==> src/rtl/div_result_bcd_pkg.sv <==
// Shared constants, FSM encoding and sizing helper for the quotient/remainder BCD converter.
package div_result_bcd_pkg;

  localparam int unsigned DIV_W       = 8;
  localparam int unsigned BCD_DIGITS  = 3;
  localparam int unsigned BCD_DIGIT_W = 4;

  localparam logic [1:0] StIdle  = 2'd0;
  localparam logic [1:0] StShift = 2'd1;
  localparam logic [1:0] StDone  = 2'd2;

  // Decimal digits needed to hold the largest unsigned w-bit value.
  function automatic int unsigned digits_for(int unsigned w);
    longint unsigned max_val;
    int unsigned     n;
    max_val = (64'd1 << w) - 64'd1;
    n       = 1;
    while (max_val >= 64'd10) begin
      max_val = max_val / 64'd10;
      n++;
    end
    return n;
  endfunction

endpackage

==> src/rtl/bcd_dabble_step.sv <==
// One double-dabble iteration: add 3 to every digit >= 5, then shift {bcd, bin} left by one.
module bcd_dabble_step
  import div_result_bcd_pkg::*;
#(
  parameter int unsigned W      = DIV_W,
  parameter int unsigned DIGITS = BCD_DIGITS
) (
  input  logic [BCD_DIGIT_W*DIGITS-1:0] bcd,
  input  logic [W-1:0]                  bin,
  output logic [BCD_DIGIT_W*DIGITS-1:0] bcd_next,
  output logic [W-1:0]                  bin_next
);

  localparam int unsigned BW = BCD_DIGIT_W * DIGITS;

  logic [BW-1:0] adj;

  // Digits are adjusted independently; no carry crosses a digit boundary.
  always_comb begin
    adj = bcd;
    for (int d = 0; d < int'(DIGITS); d++) begin
      if (bcd[d*BCD_DIGIT_W +: BCD_DIGIT_W] >= 4'd5) begin
        adj[d*BCD_DIGIT_W +: BCD_DIGIT_W] = bcd[d*BCD_DIGIT_W +: BCD_DIGIT_W] + 4'd3;
      end
    end
  end

  assign {bcd_next, bin_next} = {adj[BW-2:0], bin, 1'b0};

endmodule

==> src/rtl/div_result_bcd.sv <==
// Converts the divider's quotient and remainder to packed BCD in parallel, one bit per clock.
module div_result_bcd
  import div_result_bcd_pkg::*;
#(
  parameter int unsigned W      = DIV_W,
  parameter int unsigned DIGITS = BCD_DIGITS
) (
  input  logic                          clk,
  input  logic                          rst,
  input  logic                          in_valid,
  output logic                          in_ready,
  input  logic [W-1:0]                  Q,
  input  logic [W-1:0]                  R,
  output logic                          out_valid,
  input  logic                          out_ready,
  output logic [BCD_DIGIT_W*DIGITS-1:0] q_bcd,
  output logic [BCD_DIGIT_W*DIGITS-1:0] r_bcd,
  output logic                          busy
);

  localparam int unsigned BW        = BCD_DIGIT_W * DIGITS;
  localparam int unsigned STEP_W    = $clog2(W) + 1;
  localparam logic [STEP_W-1:0] LAST_STEP = STEP_W'(W - 1);

  generate
    if (digits_for(W) > DIGITS) begin : g_digits_chk
      $error("div_result_bcd: DIGITS too small for W-bit operands");
    end
  endgenerate

  logic [1:0]        state_q, state_d;
  logic [STEP_W-1:0] step_q, step_d;
  logic [W-1:0]      q_bin_q, q_bin_d, r_bin_q, r_bin_d;
  logic [BW-1:0]     q_acc_q, q_acc_d, r_acc_q, r_acc_d;
  logic [BW-1:0]     q_bcd_q, q_bcd_d, r_bcd_q, r_bcd_d;

  logic [W-1:0]      q_bin_nxt, r_bin_nxt;
  logic [BW-1:0]     q_acc_nxt, r_acc_nxt;

  bcd_dabble_step #(
    .W      (W),
    .DIGITS (DIGITS)
  ) u_step_q (
    .bcd      (q_acc_q),
    .bin      (q_bin_q),
    .bcd_next (q_acc_nxt),
    .bin_next (q_bin_nxt)
  );

  bcd_dabble_step #(
    .W      (W),
    .DIGITS (DIGITS)
  ) u_step_r (
    .bcd      (r_acc_q),
    .bin      (r_bin_q),
    .bcd_next (r_acc_nxt),
    .bin_next (r_bin_nxt)
  );

  always_comb begin
    state_d = state_q;
    step_d  = step_q;
    q_bin_d = q_bin_q;
    r_bin_d = r_bin_q;
    q_acc_d = q_acc_q;
    r_acc_d = r_acc_q;
    q_bcd_d = q_bcd_q;
    r_bcd_d = r_bcd_q;
    case (state_q)
      StIdle: begin
        if (in_valid) begin
          state_d = StShift;
          step_d  = '0;
          q_bin_d = Q;
          r_bin_d = R;
          q_acc_d = '0;
          r_acc_d = '0;
        end
      end
      StShift: begin
        step_d  = step_q + STEP_W'(1);
        q_bin_d = q_bin_nxt;
        r_bin_d = r_bin_nxt;
        q_acc_d = q_acc_nxt;
        r_acc_d = r_acc_nxt;
        // Outputs are published straight from the final step so they appear with out_valid.
        if (step_q == LAST_STEP) begin
          state_d = StDone;
          q_bcd_d = q_acc_nxt;
          r_bcd_d = r_acc_nxt;
        end
      end
      StDone: begin
        if (out_ready) begin
          state_d = StIdle;
        end
      end
      default: state_d = StIdle;
    endcase
  end

  always_ff @(posedge clk) begin
    if (rst) begin
      state_q <= StIdle;
      step_q  <= '0;
      q_bin_q <= '0;
      r_bin_q <= '0;
      q_acc_q <= '0;
      r_acc_q <= '0;
      q_bcd_q <= '0;
      r_bcd_q <= '0;
    end else begin
      state_q <= state_d;
      step_q  <= step_d;
      q_bin_q <= q_bin_d;
      r_bin_q <= r_bin_d;
      q_acc_q <= q_acc_d;
      r_acc_q <= r_acc_d;
      q_bcd_q <= q_bcd_d;
      r_bcd_q <= r_bcd_d;
    end
  end

  assign in_ready  = (state_q == StIdle);
  assign busy      = (state_q == StShift);
  assign out_valid = (state_q == StDone);
  assign q_bcd     = q_bcd_q;
  assign r_bcd     = r_bcd_q;

endmodule

==> config.mk <==
export PLATFORM = sky130hd
export DESIGN_NAME = div_result_bcd
export DESIGN_NICKNAME = d
export VERILOG_FILES = /design/src/rtl/div_result_bcd_pkg.sv /design/src/rtl/bcd_dabble_step.sv /design/src/rtl/div_result_bcd.sv
export SDC_FILE = /design/constraint.sdc
export NUM_CORES = 1
export LEC_CHECK = 0
export CAP_MARGIN = 25
export CORE_AREA = 10 10 85 95
export DETAILED_ROUTE_END_ITERATION = 8
export DIE_AREA = 0 0 95 105
export PLACE_DENSITY_LB_ADDON = 0.15
export SETUP_SLACK_MARGIN = 0.4
export SLEW_MARGIN = 5
export SYNTH_ARGS = -nofsm -noshare
export SYNTH_HDL_FRONTEND = slang
export SYNTH_HIERARCHICAL = 1
export SYNTH_SLANG_ARGS = --single-unit
export TNS_END_PERCENT = 30
==> constraint.sdc <==
create_clock -name clk -period 3.83 [get_ports clk]
set_clock_uncertainty 0.15 [all_clocks]
set_input_delay 0.5745 -clock clk [delete_from_list [all_inputs] [get_ports clk]]
set_output_delay 0.5745 -clock clk [all_outputs]
set_load 0.01 [all_outputs]
==> reports/results.tsv, run 1 <==
metric	value	unit
period_needed	2.61	ns
p_leak	1.56	nW
cts-resized-gates	0	
power_frac_comb	0.082	
cts_hold_buf	0	
final_common_cell	dfxtp_1	
grt_first_pass_wirelength	12.9	mm
worstMarginPinSlew	0.879	ns
cts_buffers	9	
crit_fanout	11	
cts-root-buf	clkbuf_8	
yosysUniqueCellTypes	35	
drive_gt1_frac	0.0828	
dieArea	9980	um^2
cp_top_family	buffers and inverters	
antenna_found_initial	0	
fin_crit_sh	0.680	
path_cells	buf_4 -> nor2b_2 -> clkdlybuf4s50_1	
nets	464	
h-tree-depth	3	
place_hpwl	5.15	mm
path_class	flip-flop to primary output	
clockPowerShare	0.390	
finalSetupTns	0	ns
maxSlewViolCount	0	
grtUsageTotal	0.154	
rsz0062_at_grt	false	
async_flop_share	0	
insertion_delay	0.34	ns
num_vias	2919	
first_pass_iters	4	
clk_pin_slew_worst_paths	0.07	ns
internal_power	1.10	mW
syn_inst	416	
vdd_ir_drop_max	0.000248	V
rr_startpoint	state_q[0]	
drv_cap	0	
maxClockFrequency	384	MHz
rows	30	
n_antenna_cell	0	
post_cts.repair.setup_buffers	0	
r2r_setup_slack	1.63	ns
drc	0	
cts_buffer_depth	2	
hold_start	r_bcd[11]	
synth_warnings	6	
grt_pass1_vias	2806	
io_buffers	46	
seqPwrFrac	0.528	
grt_overflow	0	
core_area	6080	um^2
reg2regPathDepth	5	
cp_data_arrival_time	1.88	ns
total_power	1.44	mW
setup_viol	0	
min-delay-path-class	flip-flop to flip-flop	
min_to	r_bcd[11]	
io_pins	47	
cp-end-kind	primary output	
p_sw_frac	0.233	
crit_required	3.11	ns
syn_area_per_cell	8.52	um^2
worstSetupStartpointType	flip-flop	
switchingPower	0.336	mW
slowest_delay	0.56	ns
die_w	95	um
syn2layout_area_growth	14.0	%
post_drt_wl_per_cell	14.8	um
hold_violations	0	
drtIter0Drc	162	
synth_nets	449	
slew-limit-headroom	0.413	
nFillCells	538	
via_per_inst	5.67	
start_util	0.583	
synth_edf_count	0	
synth_top_area_cell	dfxtp_1	
grt_start_max_net_pins	35	
die_height	105	um
ys_seq_elements	70	
power.density	356	nW/um^2
run_status	finished, final reports clean	
critPathBufInv	2	
synth_area_leaders	dfxtp_1 40%, nor2_1 6.0%, nand2b_1 6.0%	
synth-main-ff-cell	dfxtp_1	
min_path_cells	2	
syn_area	3540	um^2
clock_sinks	70	
ys_seq_area_frac	0.395	
startpoint	state_q[0]	
routed_wirelength	7.62	mm
final_cell_mix	70 x dfxtp_1, 57 x nor2_1, 45 x clkdlybuf4s50_1	
slowest_stage	clkdlybuf4s50_1	
cts_tree	yes	
place_congestion	0.799	
synth_top_area_share	0.395	
antenna_left	0	
r2r_end	r_bcd[11]	
-- cell families (layout without fill, tap and decap cells) --
kind of cell / count (synthesis) / in the layout / synth area share
AO/OA/AOI/OAI: 129 / 129 / 0.259
flip-flops: 70 / 70 / 0.395
other: 2 / 2 / 0.00212
adder cells (fa/ha/maj): 13 / 13 / 0.0459
buffers and inverters: 65 / 84 / 0.102
XOR/XNOR: 6 / 6 / 0.0148
multiplexers: 6 / 6 / 0.0169
AND/OR/NAND/NOR: 125 / 125 / 0.164
-- power by group through the flow --
stage | clock [mW] | sequential [mW] | combinational (mW)
finish | 0.561 | 0.760 | 0.117
global route | 0.597 | 0.762 | 0.129
CTS | 0.567 | 0.760 | 0.118
detailed placement | 0 | 0.776 | 0.118
global placement | 0 | 0.776 | 0.116
floorplan | 0 | 0.771 | 0.102
-- how the worst max path moves through the flow --
stage	to	slack, ns	cells after the start
after CTS	busy	1.21	3
after floorplan	q_bcd[0]	2.13	7
after global placement	r_bcd[2]	1.61	3
after global routing	busy	1.14	3
after detailed placement	r_bcd[2]	1.55	3
final	busy	1.22	3
-- registers in the layout, summed over array words and instances, names as in the netlist --
register / cells
q_bin_q: 8
q_acc_q: 12
r_acc_q: 12
r_bcd: 12
q_bcd: 12
state_q: 2
step_q: 4
r_bin_q: 8
-- metrics by stage --
stage	instance area, um^2	worst slack (ns)	util	hold WS (ns)	std cells
floorplan	3540	2.13	-	0.315	416
global placement	3850	1.61	0.634	0.303	500
detailed placement	3850	1.55	0.634	0.306	500
CTS	4040	1.21	0.664	0.315	515
global route	4040	1.14	0.664	0.344	515
finish	4040	1.22	0.664	0.316	515
-- tightest hold or removal path, cell delays in order (launching register included) --
cell     delay, ns
dfxtp_1       0.31
nand2_1       0.05
o21ai_0       0.06
-- Yosys cell counts, drive strengths merged, types with 14 or more instances --
| library cell | count |
|---|---|
| a21oi | 34 |
| a22oi | 26 |
| a31o | 23 |
| buf | 35 |
| clkbuf | 14 |
| dfxtp | 70 |
| inv | 16 |
| nand2 | 24 |
| nand2b | 34 |
| nor2 | 57 |
-- cell type report --
cell class              count  area (um^2)  area share
inverters                  16         60.1      0.0149
multi-input cells         281         1780       0.442
clock buffers              15          186      0.0461
repair buffers             53          508       0.126
well taps                  80          100      0.0248
flip-flops and latches     70         1400       0.347
-- per-layer routing --
layer	track usage	part of all wire
met2	0.262	0.49
met5	0	0
met4	0.0610	0.016
met3	0.0437	0.055
met1	0.175	0.44
No activity file was read; power rests on OpenSTA's default activity.
==> run 2: changes to the inputs <==
--- a/config.mk
+++ b/config.mk
@@ -6,9 +6,9 @@
 export NUM_CORES = 1
 export LEC_CHECK = 0
 export CAP_MARGIN = 25
-export CORE_AREA = 10 10 85 95
+export CORE_AREA = 10 10 88 98
 export DETAILED_ROUTE_END_ITERATION = 8
-export DIE_AREA = 0 0 95 105
+export DIE_AREA = 0 0 98 108
 export PLACE_DENSITY_LB_ADDON = 0.15
 export SETUP_SLACK_MARGIN = 0.4
 export SLEW_MARGIN = 5
==> constraint.sdc (replaced) <==
create_clock -name clk -period 2.5 [get_ports clk]
set_clock_uncertainty 0.15 [all_clocks]
set_input_delay 0.375 -clock clk [delete_from_list [all_inputs] [get_ports clk]]
set_output_delay 0.375 -clock clk [all_outputs]
set_load 0.01 [all_outputs]
==> run 2 against run 1 <==
Core utilization decreased by 6.5 points. Cell count up 1.6%. Sequential cell count unchanged. First-iteration DRC count down 29%. Critical path type unchanged. Largest power group unchanged.
==> reports/results.tsv, run 2 (synthesis results as in run 1) <==
metric	value	unit	change
slowest_delay	0.56	ns	about the same
grt_start_max_net_pins	66		+89%
grtUsageTotal	0.145		-0.00929
post_drt_wl_per_cell	14.6	um	-1.1%
grt_pass1_vias	2918		+4.0%
start_util	0.524		-0.0590
rsz0062_at_grt	false		
run_status	finished, final reports clean		
worst_hold_slack	0.316	ns	+0.000641 ns
final_cell_mix	69 x dfxtp_1, 57 x nor2_1, 43 x clkdlybuf4s50_1		
final_common_cell	dfxtp_1		
crit_fanout	3		-8
finalSetupTns	0	ns	unchanged
min-delay-path-class	flip-flop to flip-flop		
place_area	3880	um^2	+0.75%
slowest_stage	clkdlybuf4s50_1		
dieArea	10600	um^2	+6.1%
path_class	flip-flop to primary output		
hold_start	r_bcd[11]		
multi_input_area	1780	um^2	unchanged
path_cells	nor2b_2 -> clkdlybuf4s50_1		
drtIter0Drc	115		-29%
r2r_setup_slack	0.77	ns	-0.86 ns
grt_overflow	0		unchanged
postLayoutCoreUtil	0.599		-0.0655
drc	0		unchanged
rr_startpoint	step_q[0]		
via_per_inst	5.59		-1.3%
power.density	531	nW/um^2	+49%
place_hpwl	5.15	mm	about the same
nFillCells	612		+14%
num_vias	2925		+0.21%
p_leak	1.57	nW	+1.1%
io_buffers	46		unchanged
routed_wirelength	7.65	mm	+0.45%
cts_tree	yes		
maxClockFrequency	507	MHz	
total_power	2.15	mW	+50%
antenna_left	0		unchanged
die_height	108	um	+2.9%
antenna_found_initial	0		unchanged
first_pass_iters	4		unchanged
crit_required	1.98	ns	-1.13 ns
nets	467		+0.65%
hold_violations	0		unchanged
regArea	1400	um^2	about the same
drv_cap	0		unchanged
slew-limit-headroom	0.600		+0.186
cts_hold_buf	0		unchanged
cp_data_arrival_time	1.45	ns	-0.43 ns
die_w	98	um	+3.2%
rows	32		+6.7%
insertion_delay	0.33	ns	about the same
cts_buffers	9		unchanged
fin_crit_sh	0.789		
place_congestion	0.779		-2.5%
io_pins	47		unchanged
stdcell_area	4050	um^2	+0.31%
maxSlewViolCount	0		unchanged
worstMarginPinSlew	0.601	ns	-0.278 ns
h-tree-depth	3		unchanged
cts-root-buf	clkbuf_8		
grt_first_pass_wirelength	13.3	mm	+3.2%
core_area	6770	um^2	+11%
period_needed	1.97	ns	
n_antenna_cell	0		unchanged
clk_pin_slew_worst_paths	0.07	ns	about the same
cts_buffer_depth	2		unchanged
startpoint	state_q[0]		
setup_viol	0		unchanged
vdd_ir_drop_max	0.000247	V	-0.24%
syn2layout_area_growth	14.4	%	
cp-end-kind	primary output		
clock_sinks	70		unchanged
worstSetupStartpointType	flip-flop		
drive_gt1_frac	0.0890		+0.00628
run 2: cell types whose count changed in the layout (fill, tap and decap cells not counted), sizes merged:
cell           before  now
buf                 8   11
clkbuf             15   14
clkdlybuf4s50      45   43
clkinv              0    1
dlygate4sd2         0    1
dlymetal6s2s        0    1
run 2: through the flow:
stage               std cells  setup WS (ns)
CTS                       523          0.449
global placement          508          0.668
finish                    523          0.528
global route              523          0.464
floorplan                 416          0.799
detailed placement        508          0.670
run 2: cell type report:
type,count,area share
clock buffer,14,0.0401
clock inverter,1,0.00123
inverter,16,0.0148
multi-input combinational,281,0.440
sequential,70,0.346
tap,85,0.0262
timing repair buffer,56,0.131
run 2: critical path: cells and delay by family, from the launching register on:
kind / cells / cell delay, ns
buffers and inverters: 1 / 0.56
and+or+nand+nor: 1 / 0.20
DFF: 1 / 0.36
run 2: repair_timing:
action                     CTS  global route
buffers inserted             0             0
pin swaps                    0             0
setup endpoints to repair    1             1
resized for setup            2             1
run 2: power breakdown:
part	total [mW]	internal, mW	switching [mW]
Sequential	1.16	1.14	0.0190
Clock	0.807	0.410	0.397
Combinational	0.183	0.0817	0.102
run 2: metal layers:
metal / vias to the layer above / global-route usage / wire (um)
met4: 0 / 0.0478 / 100
li1: 1459 / - / -
met3: 12 / 0.0415 / 381
met2: 56 / 0.248 / 3640
met5: - / 0 / 0
met1: 1398 / 0.171 / 3530
run 2: final timing paths:
| path | endpoint | cells past startpoint |
|---|---|---|
| worst min-delay path | r_bcd[11] | 2 |
| worst max-delay path | busy | 2 |
| worst min register to register | r_bcd[11] | 2 |
| worst max register to register | r_bcd[2] | 5 |
==> run 3: changes to the inputs <==
--- a/config.mk
+++ b/config.mk
@@ -6,9 +6,9 @@
 export NUM_CORES = 1
 export LEC_CHECK = 0
 export CAP_MARGIN = 25
-export CORE_AREA = 10 10 88 98
+export CORE_AREA = 10 10 92 102
 export DETAILED_ROUTE_END_ITERATION = 8
-export DIE_AREA = 0 0 98 108
+export DIE_AREA = 0 0 102 112
 export PLACE_DENSITY_LB_ADDON = 0.15
 export SETUP_SLACK_MARGIN = 0.4
 export SLEW_MARGIN = 5
==> constraint.sdc (replaced) <==
create_clock -name clk -period 1.8 [get_ports clk]
set_clock_uncertainty 0.15 [all_clocks]
set_input_delay 0.27 -clock clk [delete_from_list [all_inputs] [get_ports clk]]
set_output_delay 0.27 -clock clk [all_outputs]
set_load 0.01 [all_outputs]
==> run 3 against run 2 <==
Sequential share of layout area decreased by 5.2 points. Sequential power rose by 39%. Power rose by 47%. Worst setup slack worse by 0.37 ns. Largest power group unchanged. Highest routed layer unchanged.
==> reports/results.tsv, run 3 (synthesis results as in run 1) <==
metric	value	unit	change
wl_met3	549	um	+44%
drive_gt1_frac	0.310		+0.221
run_status	finished, final reports clean		
start_util	0.482		-0.0415
setup_viol	0		unchanged
grtUsageTotal	0.152		+0.00714
place_congestion	0.796		+2.1%
grt_overflow	0		unchanged
hold_start	rst		
crit_required	1.38	ns	-0.60 ns
slowest_delay	0.53	ns	-0.03 ns
h-tree-depth	3		unchanged
io_pins	47		unchanged
drc	0		unchanged
place_hpwl	5.67	mm	+10%
final_common_cell	nor2_1		
num_vias	3247		+11%
cts-root-buf	clkbuf_8		
cts_hold_buf	0		unchanged
crit_fanout	2		-1
clock_sinks	70		unchanged
min_to	r_acc_q[4]		
worstSetupStartpointType	flip-flop		
min_path_cells	2		unchanged
slowest_stage	clkdlybuf4s50_1		
min-delay-path-class	input port to flip-flop		
top_layer_used	met4		
cp-end-kind	primary output		
rows	33		+3.1%
dp_slack	0.0988	ns	-0.572 ns
r2r_setup_slack	0.18	ns	-0.59 ns
grt_start_max_net_pins	29		-56%
first_pass_iters	5		+1
route.met2.wl	4.88	mm	+34%
path_class	flip-flop to primary output		
cp_top_family	buffers and inverters		
core_area	7350	um^2	+8.6%
power.density	649	nW/um^2	+22%
routed_wirelength	10.1	mm	+32%
insertion_delay	0.36	ns	+0.03 ns
worst_hold_slack	0.109	ns	-0.208 ns
period_needed	1.64	ns	
grt_pass1_vias	2980		+2.1%
rsz0062_at_grt	true		
drtIter0Drc	202		+76%
antenna_left	0		unchanged
dieArea	11400	um^2	+7.9%
dpl.cell_count	521		+2.6%
vdd_ir_drop_max	0.000508	V	+110%
via_per_inst	5.76		+2.9%
hold_violations	0		unchanged
antenna_found_initial	0		unchanged
maxClockFrequency	610	MHz	
cts_buffer_depth	2		unchanged
maxSlewViolCount	0		unchanged
finalSetupTns	0	ns	unchanged
io_buffers	46		unchanged
reg2regPathDepth	7		+2
rr_startpoint	r_acc_q[5]		
die_w	102	um	+4.1%
total_power	3.17	mW	+47%
nets	505		+8.1%
cts_tree	yes		
finalWorstSetupSlack	0.161	ns	-0.366 ns
r2r_end	r_acc_q[6]		
path_cells	clkdlybuf4s50_1		
n_antenna_cell	0		unchanged
grt_first_pass_wirelength	14.4	mm	+8.3%
post_drt_wl_per_cell	17.9	um	+22%
p_leak	1.95	nW	+24%
final_cell_mix	57 x nor2_1, 54 x dfxtp_1, 32 x buf_4		
drv_cap	0		unchanged
layout.cells.non_filler	564		+7.8%
clk_pin_slew_worst_paths	0.08	ns	about the same
syn2layout_area_growth	38.0	%	
fin_crit_sh	0.910		
drt-met1-wl	4.42	mm	+25%
cp_data_arrival_time	1.22	ns	-0.23 ns
cts_buffers	9		unchanged
die_height	112	um	+3.7%
critPathBufInv	1		unchanged
[run 3: changes by cell type in the layout (fill, tap and decap cells not counted), sizes merged]
| cell | change |
|---|---|
| dlygate4sd2 | +15 |
| clkinv | +1 |
| clkbuf | +2 |
| and2 | +3 |
| clkinvlp | +1 |
| clkdlybuf4s50 | -22 |
| buf | +34 |
| clkdlybuf4s15 | +4 |
| dlymetal6s2s | +1 |
[run 3: final cells by class]
cell class | instances | area (um^2)
Multi-Input combinational cell | 284 | 2160
Fill cell | 598 | 2460
Clock inverter | 3 | 17.5
Sequential cell | 70 | 1440
Tap cell | 87 | 109
Inverter | 16 | 75.1
Timing Repair Buffer | 91 | 922
Clock buffer | 13 | 169
[run 3: worst max-delay path by stage]
stage	startpoint	end	slack, ns	cells past startpoint
after floorplan	step_q[1]	r_bcd[5]	0.17	7
after global placement	in_valid	q_bin_q[3]	0.15	5
after detailed placement	in_valid	r_bin_q[4]	0.1	5
after CTS	r_bcd[5]	r_bcd[5]	0.15	1
after global routing	q_acc_q[1]	q_acc_q[2]	0.11	7
final	r_bcd[3]	r_bcd[3]	0.16	1
[run 3: power breakdown]
part | leakage, nW | internal, mW | switching [mW]
logic | 1.28 | 0.172 | 0.171
clock network | 0.0954 | 0.609 | 0.608
registers | 0.578 | 1.58 | 0.0292
[run 3: metrics by stage]
step,utilization,area (um^2)
5_1_grt,0.665,4890
2_1_floorplan,-,3550
3_5_place_dp,0.544,4000
3_3_place_gp,0.544,4000
4_1_cts,0.584,4290
6_report,0.665,4890
[run 3: timing repair]
action / CTS / global route
cloned: 0 / 6
pin swaps: 6 / 31
setup buffers: 3 / 18
endpoints found under the setup margin: 82 / 86
resized for setup: 62 / 89
[run 3: layer usage]
layer | up-vias | global-route usage
met5 | - | 0
met4 | 0 | 0.0593
met3 | 26 | 0.0303
met2 | 104 | 0.252
met1 | 1565 | 0.187
li1 | 1552 | -
